--- src/rtl/lt24_pixel_writer_if.sv ---
// Pixel handshake between the render loop and the LT24 pixel writer.
//   xAddr      : pixel column (0..WIDTH-1)
//   yAddr      : pixel row (0..HEIGHT-1)
//   pixelData  : RGB565 pixel value
//   pixelWrite : source presents a valid pixel
//   pixelReady : writer can accept a pixel this cycle
// master = pixel source, slave = pixel writer.
interface lt24_pixel_writer_if;
   logic [7:0]  xAddr;
   logic [8:0]  yAddr;
   logic [15:0] pixelData;
   logic        pixelWrite;
   logic        pixelReady;

   modport master (
      output xAddr, yAddr, pixelData, pixelWrite,
      input  pixelReady
   );

   modport slave (
      input  xAddr, yAddr, pixelData, pixelWrite,
      output pixelReady
   );
endinterface

--- src/rtl/lt24_pixel_writer.sv ---
// LT24 pixel writer: accepts one pixel per handshake on the pixel interface
// and drives the LT24 8080-style parallel write bus. When the incoming
// address breaks the raster sequence a column/page window command block
// (0x2A, 0x2B, 0x2C) is issued first; otherwise the pixel is streamed as a
// single RAM-write data word.
// Ports:
//   clock, resetApp : system clock, asynchronous active-high reset
//   pix (slave)     : xAddr/yAddr/pixelData/pixelWrite in, pixelReady out
//   LT24Wr_n        : write strobe, active low
//   LT24Rd_n        : read strobe, tied inactive
//   LT24CS_n        : chip select, active low
//   LT24RS          : 0 = command byte, 1 = data word
//   LT24Data        : bus data
//   frameDone       : one-cycle pulse after the data write of the last pixel
module lt24_pixel_writer #(
   parameter int unsigned WIDTH   = 240,
   parameter int unsigned HEIGHT  = 320,
   parameter int unsigned WR_LOW  = 2,
   parameter int unsigned WR_HIGH = 2
) (
   input  logic               clock,
   input  logic               resetApp,
   lt24_pixel_writer_if.slave pix,
   output logic               LT24Wr_n,
   output logic               LT24Rd_n,
   output logic               LT24CS_n,
   output logic               LT24RS,
   output logic [15:0]        LT24Data,
   output logic               frameDone
);

   localparam logic [15:0] X_LAST    = 16'(WIDTH - 1);
   localparam logic [15:0] Y_LAST    = 16'(HEIGHT - 1);
   localparam logic [7:0]  LOW_LAST  = 8'(WR_LOW - 1);
   localparam logic [7:0]  HIGH_LAST = 8'(WR_HIGH - 1);
   localparam logic [3:0]  CMD_LAST  = 4'd10;

   typedef enum logic [1:0] {IDLE_WAIT, IDLE, CMD, DATA} state_t;

   state_t      state;
   logic        ready;
   logic        stream_open;
   logic [7:0]  win_x, exp_x, lat_x;
   logic [8:0]  win_y, exp_y, lat_y;
   logic [15:0] lat_d;
   logic [3:0]  cmd_idx;
   logic        wr_low_phase;
   logic [7:0]  phase_cnt;

   logic        accept;
   logic        out_of_range;
   logic        sequential;
   logic        write_done;
   logic [16:0] first_word;
   logic [16:0] next_word;

   assign pix.pixelReady = ready;
   assign LT24Rd_n       = 1'b1;

   // Window command block, one {RS, data} word per bus write.
   function automatic logic [16:0] cmd_word(input logic [3:0] idx,
                                            input logic [7:0] x,
                                            input logic [8:0] y);
      case (idx)
         4'd0:    return {1'b0, 16'h002A};
         4'd1:    return {1'b1, 16'h0000};
         4'd2:    return {1'b1, 8'h00, x};
         4'd3:    return {1'b1, 16'h0000};
         4'd4:    return {1'b1, 8'h00, X_LAST[7:0]};
         4'd5:    return {1'b0, 16'h002B};
         4'd6:    return {1'b1, 15'h0000, y[8]};
         4'd7:    return {1'b1, 8'h00, y[7:0]};
         4'd8:    return {1'b1, 8'h00, Y_LAST[15:8]};
         4'd9:    return {1'b1, 8'h00, Y_LAST[7:0]};
         default: return {1'b0, 16'h002C};
      endcase
   endfunction

   always_comb begin
      accept       = (state == IDLE) && ready && pix.pixelWrite;
      out_of_range = (9'(pix.xAddr) >= 9'(WIDTH)) || (10'(pix.yAddr) >= 10'(HEIGHT));
      sequential   = stream_open && (pix.xAddr == exp_x) && (pix.yAddr == exp_y);
      first_word   = sequential ? {1'b1, pix.pixelData}
                                : cmd_word(4'd0, pix.xAddr, pix.yAddr);
      // After the last command (0x2C) the pixel data write follows directly.
      next_word    = (cmd_idx == CMD_LAST) ? {1'b1, lat_d}
                                           : cmd_word(cmd_idx + 4'd1, lat_x, lat_y);
      write_done   = !wr_low_phase && (phase_cnt == HIGH_LAST);
   end

   always_ff @(posedge clock or posedge resetApp) begin
      if (resetApp) begin
         state        <= IDLE_WAIT;
         ready        <= 1'b0;
         stream_open  <= 1'b0;
         win_x        <= '0;
         win_y        <= '0;
         exp_x        <= '0;
         exp_y        <= '0;
         lat_x        <= '0;
         lat_y        <= '0;
         lat_d        <= '0;
         cmd_idx      <= '0;
         wr_low_phase <= 1'b0;
         phase_cnt    <= '0;
         LT24Wr_n     <= 1'b1;
         LT24CS_n     <= 1'b1;
         LT24RS       <= 1'b0;
         LT24Data     <= '0;
         frameDone    <= 1'b0;
      end else begin
         frameDone <= 1'b0;
         case (state)
            IDLE_WAIT: begin
               state <= IDLE;
               ready <= 1'b1;
            end

            IDLE: begin
               if (accept) begin
                  ready <= 1'b0;
                  lat_x <= pix.xAddr;
                  lat_y <= pix.yAddr;
                  lat_d <= pix.pixelData;
                  if (out_of_range) begin
                     // Dropped pixel: IDLE_WAIT re-raises pixelReady next cycle.
                     stream_open <= 1'b0;
                     state       <= IDLE_WAIT;
                  end else begin
                     // First bus write starts on the acceptance edge.
                     LT24Wr_n           <= 1'b0;
                     LT24CS_n           <= 1'b0;
                     {LT24RS, LT24Data} <= first_word;
                     wr_low_phase       <= 1'b1;
                     phase_cnt          <= '0;
                     if (sequential) begin
                        state <= DATA;
                     end else begin
                        state   <= CMD;
                        cmd_idx <= '0;
                        win_x   <= pix.xAddr;
                        win_y   <= pix.yAddr;
                     end
                  end
               end
            end

            CMD, DATA: begin
               if (wr_low_phase) begin
                  if (phase_cnt == LOW_LAST) begin
                     LT24Wr_n     <= 1'b1;
                     wr_low_phase <= 1'b0;
                     phase_cnt    <= '0;
                  end else begin
                     phase_cnt <= phase_cnt + 8'd1;
                  end
               end else if (!write_done) begin
                  phase_cnt <= phase_cnt + 8'd1;
               end else if (state == CMD) begin
                  LT24Wr_n           <= 1'b0;
                  {LT24RS, LT24Data} <= next_word;
                  wr_low_phase       <= 1'b1;
                  phase_cnt          <= '0;
                  if (cmd_idx == CMD_LAST) begin
                     stream_open <= 1'b1;
                     state       <= DATA;
                  end else begin
                     cmd_idx <= cmd_idx + 4'd1;
                  end
               end else begin
                  state    <= IDLE;
                  ready    <= 1'b1;
                  LT24CS_n <= 1'b1;
                  // The panel wraps inside the window, so the next expected
                  // address follows the same rule.
                  if (lat_x < X_LAST[7:0]) begin
                     exp_x <= lat_x + 8'd1;
                     exp_y <= lat_y;
                  end else begin
                     exp_x <= win_x;
                     exp_y <= (lat_y == Y_LAST[8:0]) ? win_y : lat_y + 9'd1;
                  end
                  frameDone <= (lat_x == X_LAST[7:0]) && (lat_y == Y_LAST[8:0]);
               end
            end

            default: state <= IDLE_WAIT;
         endcase
      end
   end

endmodule
--- src/flat_wrapper.sv ---
// flat-port wrapper written by rule: the top's interface ports become plain ports
module lt24_pixel_writer_flat 
#(
   parameter int unsigned WIDTH   = 240,
   parameter int unsigned HEIGHT  = 320,
   parameter int unsigned WR_LOW  = 2,
   parameter int unsigned WR_HIGH = 2
)
  (clock, resetApp, LT24Wr_n, LT24Rd_n, LT24CS_n, LT24RS, LT24Data, frameDone, pix_xAddr, pix_yAddr, pix_pixelData, pix_pixelWrite, pix_pixelReady);
  lt24_pixel_writer_if pix_i ();
  input  logic clock;
  input  logic resetApp;
  output logic LT24Wr_n;
  output logic LT24Rd_n;
  output logic LT24CS_n;
  output logic LT24RS;
  output logic [15:0] LT24Data;
  output logic frameDone;
  input wire logic [$bits(pix_i.xAddr)-1:0] pix_xAddr;
  input wire logic [$bits(pix_i.yAddr)-1:0] pix_yAddr;
  input wire logic [$bits(pix_i.pixelData)-1:0] pix_pixelData;
  input wire logic [$bits(pix_i.pixelWrite)-1:0] pix_pixelWrite;
  output wire logic [$bits(pix_i.pixelReady)-1:0] pix_pixelReady;
  assign pix_i.xAddr = pix_xAddr;
  assign pix_i.yAddr = pix_yAddr;
  assign pix_i.pixelData = pix_pixelData;
  assign pix_i.pixelWrite = pix_pixelWrite;
  assign pix_pixelReady = pix_i.pixelReady;
  lt24_pixel_writer #(.WIDTH(WIDTH), .HEIGHT(HEIGHT), .WR_LOW(WR_LOW), .WR_HIGH(WR_HIGH)) u_core (.clock(clock), .resetApp(resetApp), .pix(pix_i), .LT24Wr_n(LT24Wr_n), .LT24Rd_n(LT24Rd_n), .LT24CS_n(LT24CS_n), .LT24RS(LT24RS), .LT24Data(LT24Data), .frameDone(frameDone));
endmodule
--- config.mk ---
export PLATFORM = sky130hd
export DESIGN_NAME = lt24_pixel_writer_flat
export DESIGN_NICKNAME = d
export VERILOG_FILES = /design/src/rtl/lt24_pixel_writer_if.sv /design/src/rtl/lt24_pixel_writer.sv /design/src/flat_wrapper.sv
export SDC_FILE = /design/constraint.sdc
export NUM_CORES = 1
export LEC_CHECK = 0
export BUFFER_PORTS_ARGS = -buffer_cell sky130_fd_sc_hd__buf_2
export CAP_MARGIN = 20
export CORE_UTILIZATION = 39
export DETAILED_ROUTE_END_ITERATION = 7
export PLACE_DENSITY_LB_ADDON = 0.08
export SKIP_LAST_GASP = 1
export SYNTH_ARGS = -nofsm -noshare
export SYNTH_HDL_FRONTEND = slang
export SYNTH_SLANG_ARGS = --single-unit
--- constraint.sdc ---
create_clock -name clock -period 5.02 [get_ports clock]
set_clock_uncertainty 0.2 [all_clocks]
set_input_delay 0.251 -clock clock [delete_from_list [all_inputs] [get_ports clock]]
set_output_delay 0.251 -clock clock [all_outputs]
set_load 0.1 [all_outputs]
==> metrics.md, run 1 <==
| Metric | Value |
|---|---|
| Status | `completed` |
| Fin crit period | `3.181 ns` |
| GP Congestion | `0.8962` |
| Power share of the clock group | `0.445` |
| Net switching share of the total power | `0.2229` |
| Die outline height | `121.9 µm` |
| R2r setup slk | `1.84 ns` |
| Synth Area in Simple Gates | `0.1428` |
| Reg2Reg Depth | `7` |
| Num CTS Buffers | `9` |
| Crit Path Max Fanout | `12` |
| Final hold slack | `0.01036 ns` |
| Post-route ant nets | `0` |
| Share of the synthesized area in the top cell type | `0.4553` |
| P_int | `1273 µW` |
| WL final | `14,640 µm` |
| Clock-pin slew on the worst setup and hold paths | `0.07 ns` |
| Nets@finish | `685` |
| Vias per std cell | `5.572` |
| WP data required | `5.10 ns` |
| Least-Margin Pin Slew | `1.058 ns` |
| Largest net degree at the start of global routing | `68` |
| Drt wl/cell | `17.80 µm` |
| Pleak | `0.003153 µW` |
| Post-CTS sizing | `0` |
| IO Pins | `58` |
| Hold Path Depth | `2` |
| Sequential Power Share | `0.511` |
| Chip width | `121.9 µm` |
| Met3 Use GR | `0.02996` |
| Synth top cells by count | `dfrtp_1, mux2_2, nor2_1` |
| Fin cells | `822` |
| Clk root buf | `clkbuf_16` |
| Largest area contributor in the netlist | `dfrtp_1` |
| Initial antenna violation count | `0` |
| Fin area | `6676 µm²` |
| Fraction of layout cells with a size suffix above 1 | `0.2243` |
| Met1 usage | `0.2870` |
| Final hold vios | `0` |
| Post-DP HPWL | `10,070 µm` |
| Combinational family with the most area after synthesis | `compound AO/OA/AOI/OAI gates` |
| Cells after DPL | `773` |
| Average size of a mapped cell | `9.976 µm²` |
| RSZ-0062 raised after global routing | `false` |
| Worst Hold Class | `input pin to flop` |
| Max-cap violation count | `0` |
| Worst R2R End | `u_core.LT24Data[4]` |
| GRT Max-Usage Layer | `met2` |
| All-layer global routing usage | `0.2094` |
| Max clock buf depth | `2` |
| Initial Util | `0.4024` |
| Tcrit/Tclk final | `0.6336` |
| Mux cell area share after synthesis | `0.1098` |
| Place WS | `1.860 ns` |
| IO Port Bufs | `56` |
| Sequential share of the synthesized area | `0.4646` |
| Combinational power share | `0.043` |
| Cts-stage hold buffer count | `33` |
| Worst Setup End Kind | `flop` |
| Initial DRT Pass Iterations | `5` |
| Setup Fix Bufs, Post-CTS | `0` |
| 1st-iter DRT viols | `278` |
| CP Launch Type | `flop` |
| CORE AREA | `13,930 µm²` |
| Met2 Use GR | `0.3252` |
| Reg2reg start | `u_core.state[0]` |
| Largest cells by area after synthesis | `dfrtp_1, mux2_2, a21oi_1` |
| Sw Pwr | `365.0 µW` |
| Critical path endpoint | `u_core.LT24Data[4]` |
| Grt ovf | `0` |
| DRC | `0` |
| Layout area overhead | `19.08%` |
| Clock tree sinks | `104` |
| Die Footprint | `14,860 µm²` |
| Htree depth | `3` |
| Worst skew pair latency | `0.36 ns` |
| Final setup viols | `0` |
| Adder-cell share of the synthesized area | `0.02678` |
| Category of the most critical setup path | `flop to flop` |
| Worst Setup Slack, final | `1.839 ns` |
| Vias | `4,580` |
| Synth Area in Compound Gates | `0.1868` |
| Post-Synth XOR/XNOR Area | `0.03593` |
| Synth cell types | `62` |
| YS warnings | `0` |
| Worst IR Drop VDD | `142.8 µV` |
| Setup TNS | `0 ns` |
| Fin. max-slew vios | `0` |
| First-pass GRT wire length | `23,580 µm` |
| DP Area | `6041 µm²` |
| PwrDens | `245.3 nW/µm²` |
| Row cnt | `43` |
| # diodes | `0` |
| EDFF count, synth | `0` |
| Crit path DAT | `3.26 ns` |
| Mapped Area | `5607 µm²` |
| CTS tree | `built` |
| Register bit total from synthesis | `104` |
| Crit. Startpoint | `u_core.state[0]` |
| Cells after Synth | `562` |
| Worst slew margin | `0.2930` |
| Ys async rst share | `1.000` |
| Post-Syn Nets | `610` |
| Fmax | `314.4 MHz` |
| Commonest register cell after synthesis | `dfrtp_1` |
| Vias in the first global route | `4,408` |
| Most numerous cell in the Yosys netlist | `dfrtp_1` |
power by group through the flow:
stage | clock [µW] | sequential (µW) | combinational [µW]
final | 729 | 837 | 70.8
after global routing | 776 | 837 | 79.2
after CTS | 753 | 837 | 72.7
after detailed placement | 0 | 854 | 52.6
after global placement | 0 | 854 | 52.7
after floorplan | 0 | 854 | 22.1
final cells by class:
| cell class | count | area [µm²] |
|---|---|---|
| Tap cell | 180 | 225.2 |
| Sequential cell | 104 | 2605 |
| Clock inverter | 5 | 62.56 |
| Inverter | 13 | 51.30 |
| Multi-Input combinational cell | 412 | 2819 |
| Fill cell | 1321 | 7258 |
| Timing Repair Buffer | 97 | 670.6 |
| Clock buffer | 11 | 242.7 |
cell usage in the layout, fill, tap and decap left out, types with 4 or more instances in the layout:
cell type / Yosys / final
nor3_1: 8 / 8
ha_1: 12 / 12
nand2_1: 39 / 39
a211oi_1: 4 / 4
buf_4: 2 / 8
clkbuf_16: 0 / 9
o211ai_1: 4 / 4
nor4_1: 6 / 6
dfrtp_1: 102 / 102
o21ai_0: 35 / 35
or2_2: 4 / 4
a31oi_1: 12 / 12
a221oi_1: 4 / 4
nand3_1: 14 / 14
nor2b_1: 6 / 6
o21a_1: 4 / 4
nand4_1: 7 / 7
inv_1: 13 / 12
a22oi_1: 15 / 15
nor2_1: 43 / 43
mux2_2: 52 / 52
buf_2: 2 / 56
dlygate4sd3_1: 0 / 33
o31ai_1: 4 / 4
o22ai_1: 6 / 6
a21o_1: 5 / 5
a21oi_1: 40 / 40
xor2_1: 20 / 20
and3_1: 17 / 17
flip-flops by register name (all words and copies together) (netlist names), named ones only:
| name | cells |
|---|---|
| u_core.frameDone | 1 |
| u_core.LT24Wr_n | 1 |
| u_core.LT24CS_n | 1 |
| u_core.LT24RS | 1 |
| u_core.pix.pixelReady | 1 |
| u_core.win_y | 9 |
| u_core.phase_cnt | 8 |
| u_core.lat_d | 16 |
| u_core.lat_y | 9 |
| u_core.win_x | 8 |
| u_core.lat_x | 8 |
| u_core.state | 1 |
| u_core.exp_y | 9 |
| u_core.exp_x | 8 |
| u_core.wr_low_phase | 1 |
| u_core.cmd_idx | 4 |
| u_core.LT24Data | 16 |
| u_core.stream_open | 1 |
kinds of logic (layout without fill, tap and decap cells):
group           count (synthesis)  in the layout
fa+ha+maj                      12             12
flops                         104            104
mux                            55             55
simple gates                  161            161
buf+inv                        46            126
xor+xnor                       23             23
other cells                     1              1
compound gates                160            160
worst min-delay path by stage:
stage	start	endpoint	slack, ns
after floorplan	pix_pixelData[0]	u_core.lat_d[0]	0.20
after global placement	u_core.exp_y[2]	u_core.exp_y[2]	0.28
after detailed placement	u_core.exp_y[1]	u_core.exp_y[1]	0.29
after CTS	pix_xAddr[6]	u_core.lat_x[6]	0.003
after global routing	pix_xAddr[6]	u_core.win_x[6]	0.02
final	pix_xAddr[6]	u_core.lat_x[6]	0.01
layer usage:
layer / share of wire / wire length (µm) / vias to the layer above
li1: - / - / 2217
met1: 0.48 / 7061 / 2219
met2: 0.45 / 6543 / 118
met3: 0.040 / 579 / 26
met4: 0.031 / 450 / 0
met5: 0 / 0 / -
worst max-delay path, cell delays in order (launching register included):
cell and delay [ns]:
dfrtp_1 0.41, inv_1 0.11, ha_1 0.33, nor2_1 0.25, a21oi_1 0.69, o311ai_0 0.53, or2_2 0.42, a31oi_1 0.15
per-stage QoR:
stage	util	total power (µW)
finish	0.4791	1638
global route	0.4791	1692
CTS	0.4791	1663
detailed placement	0.4335	906.2
global placement	0.4335	906.4
floorplan	-	875.9
No activity file was read; power rests on OpenSTA's default activity.
==> run 2, diff against run 1 <==
clock period = 2.6 ns   (was 5.02 ns; I/O delays follow)
==> metrics.md, run 2 (synthesized netlist as in run 1, its figures left out) <==
| Metric | Value |
|---|---|
| Post-DP HPWL | `10,310 µm (was 10,070 µm)` |
| Drt wl/cell | `17.37 µm (was 17.80 µm)` |
| Status | `completed (unchanged)` |
| Max-cap violation count | `0 (unchanged)` |
| Layout area overhead | `26.15% (was 19.08%)` |
| Htree depth | `3 (unchanged)` |
| CTS tree | `built (unchanged)` |
| DRC | `0 (unchanged)` |
| All-layer global routing usage | `0.2124 (was 0.2094)` |
| DP Area | `6329 µm² (was 6041 µm²)` |
| Fmax | `401.3 MHz (was 314.4 MHz)` |
| Fin. max-slew vios | `0 (unchanged)` |
| WL final | `14,960 µm (was 14,640 µm)` |
| Largest net degree at the start of global routing | `105 (was 68)` |
| Clk root buf | `clkbuf_16 (unchanged)` |
| P_int | `2508 µW (was 1273 µW)` |
| Sequential cell area | `2606 µm² (was 2605 µm²)` |
| IO Port Bufs | `56 (unchanged)` |
| Worst IR Drop VDD | `413.1 µV (was 142.8 µV)` |
| 1st-iter DRT viols | `303 (was 278)` |
| Sequential Power Share | `0.509 (was 0.511)` |
| CORE AREA | `13,930 µm² (unchanged)` |
| First-pass GRT wire length | `24,150 µm (was 23,580 µm)` |
| Crit Path Max Fanout | `7 (was 12)` |
| Commonest non-fill, non-tap cell in the layout | `dfrtp_1 (unchanged)` |
| Fin area | `7073 µm² (was 6676 µm²)` |
| Tcrit/Tclk final | `0.9584 (was 0.6336)` |
| Final setup viols | `0 (unchanged)` |
| Nets@finish | `724 (was 685)` |
| # diodes | `0 (unchanged)` |
| Clock-pin slew on the worst setup and hold paths | `0.07 ns (about the same)` |
| Clock tree sinks | `104 (unchanged)` |
| Pleak | `0.003376 µW (was 0.003153 µW)` |
| RSZ-0062 raised after global routing | `true (was false)` |
| Die outline height | `121.9 µm (unchanged)` |
| Final hold vios | `0 (unchanged)` |
| Fillers | `1,301 (was 1,321)` |
| Final hold slack | `0.2777 ns (was 0.01036 ns)` |
| Worst Setup End Kind | `flop (unchanged)` |
| IO Pins | `58 (unchanged)` |
| Place WS | `0.02299 ns (was 1.860 ns)` |
| WP data required | `2.64 ns (was 5.10 ns)` |
| Worst slew margin | `0.5696 (was 0.2930)` |
| Fraction of layout cells with a size suffix above 1 | `0.2775 (was 0.2243)` |
| Num CTS Buffers | `9 (unchanged)` |
| Area of the multi-input gates | `2845 µm² (was 2819 µm²)` |
| Category of the most critical setup path | `flop to flop (unchanged)` |
| Reg2reg start | `u_core.phase_cnt[1] (was u_core.state[0])` |
| PwrDens | `449.4 nW/µm² (was 245.3 nW/µm²)` |
| Post-route ant nets | `0 (unchanged)` |
| Combinational power share | `0.045 (was 0.043)` |
| Initial Util | `0.4024 (unchanged)` |
| Chip width | `121.9 µm (unchanged)` |
| Worst skew pair latency | `0.35 ns (was 0.36 ns)` |
| Initial DRT Pass Iterations | `4 (was 5)` |
| GP Congestion | `0.8385 (was 0.8962)` |
| Net switching share of the total power | `0.2112 (was 0.2229)` |
| Crit. Startpoint | `u_core.phase_cnt[1] (was u_core.state[0])` |
| Initial antenna violation count | `0 (unchanged)` |
| Max clock buf depth | `2 (unchanged)` |
| Fin crit period | `2.492 ns (was 3.181 ns)` |
| Worst Hold Class | `input pin to async pin (was input pin to flop)` |
| Power share of the clock group | `0.447 (was 0.445)` |
| Die Footprint | `14,860 µm² (unchanged)` |
| Grt ovf | `0 (unchanged)` |
| Row cnt | `43 (unchanged)` |
| Vias in the first global route | `4,649 (was 4,408)` |
| Worst Setup Slack, final | `0.1081 ns (was 1.839 ns)` |
| Sw Pwr | `671.4 µW (was 365.0 µW)` |
| Crit path DAT | `2.53 ns (was 3.26 ns)` |
| Vias | `4,758 (was 4,580)` |
| Most frequent cells in the layout | `dfrtp_1, buf_2, mux2_2 (unchanged)` |
| CP Launch Type | `flop (unchanged)` |
| Least-Margin Pin Slew | `0.6356 ns (was 1.058 ns)` |
| Regs by FF count | `u_core.LT24Data: 16 flops, u_core.lat_d: 16 flops (unchanged)` |
| Vias per std cell | `5.526 (was 5.572)` |
-- run 2: power groups by stage --
stage | clock network, µW | registers (µW) | logic [µW]
after floorplan | 0 | 1650 | 43.1
after global placement | 0 | 1650 | 103
after detailed placement | 0 | 1650 | 105
after CTS | 1480 | 1620 | 146
after global routing | 1530 | 1620 | 158
final | 1420 | 1620 | 142
-- run 2: worst paths after layout --
kind	endpoint	slack (ns)	depth (start not counted)
worst min-delay path	u_core.lat_x[5]	0.28	4
worst min register to register	u_core.exp_x[5]	0.30	2
max in group asynchronous	u_core.lat_y[6]	1.50	4
worst max-delay path	u_core.cmd_idx[1]	0.11	8
worst max register to register	u_core.cmd_idx[1]	0.11	8
min in group clock	u_core.exp_x[5]	0.30	2
-- run 2: repair_timing --
action | in CTS | in global routing
setup endpoints to repair | 0 | 35
setup buffers | 0 | 6
resized for setup | 0 | 8
hold buffers | 35 | 0
endpoints found under the hold margin | 168 | 0
-- run 2: routing by layer --
layer,track usage,share of wire,vias up
li1,-,-,2300
met1,0.2835,0.47,2330
met2,0.3439,0.48,111
met3,0.04916,0.038,17
met4,0.05710,0.014,0
met5,0,0,-
-- run 2: through the flow --
step / power (µW) / setup TNS (ns) / std cells / utilization
3_3_place_gp: 1751 / 0 / 804 / 0.4542
4_1_cts: 3238 / 0 / 855 / 0.5021
5_1_grt: 3305 / -0.1483 / 861 / 0.5076
6_report: 3179 / 0 / 861 / 0.5076
2_1_floorplan: 1692 / 0 / 562 / -
3_5_place_dp: 1753 / 0 / 804 / 0.4542
-- run 2: critical path, cell delays in order (launching register included) --
cell and delay [ns]:
dfrtp_1 0.39, inv_1 0.08, ha_1 0.14, or4b_4 0.47
nand2b_4 0.18, a2111oi_4 0.34, o31a_2 0.28, o21ai_1 0.08
a32o_1 0.21
-- run 2: layout make-up --
class / count / share of cell area
Clock buffer: 12 / 0.03768
Clock inverter: 4 / 0.007253
Inverter: 13 / 0.007430
Multi-Input combinational cell: 412 / 0.4023
Sequential cell: 104 / 0.3685
Tap cell: 180 / 0.03184
Timing Repair Buffer: 136 / 0.1451
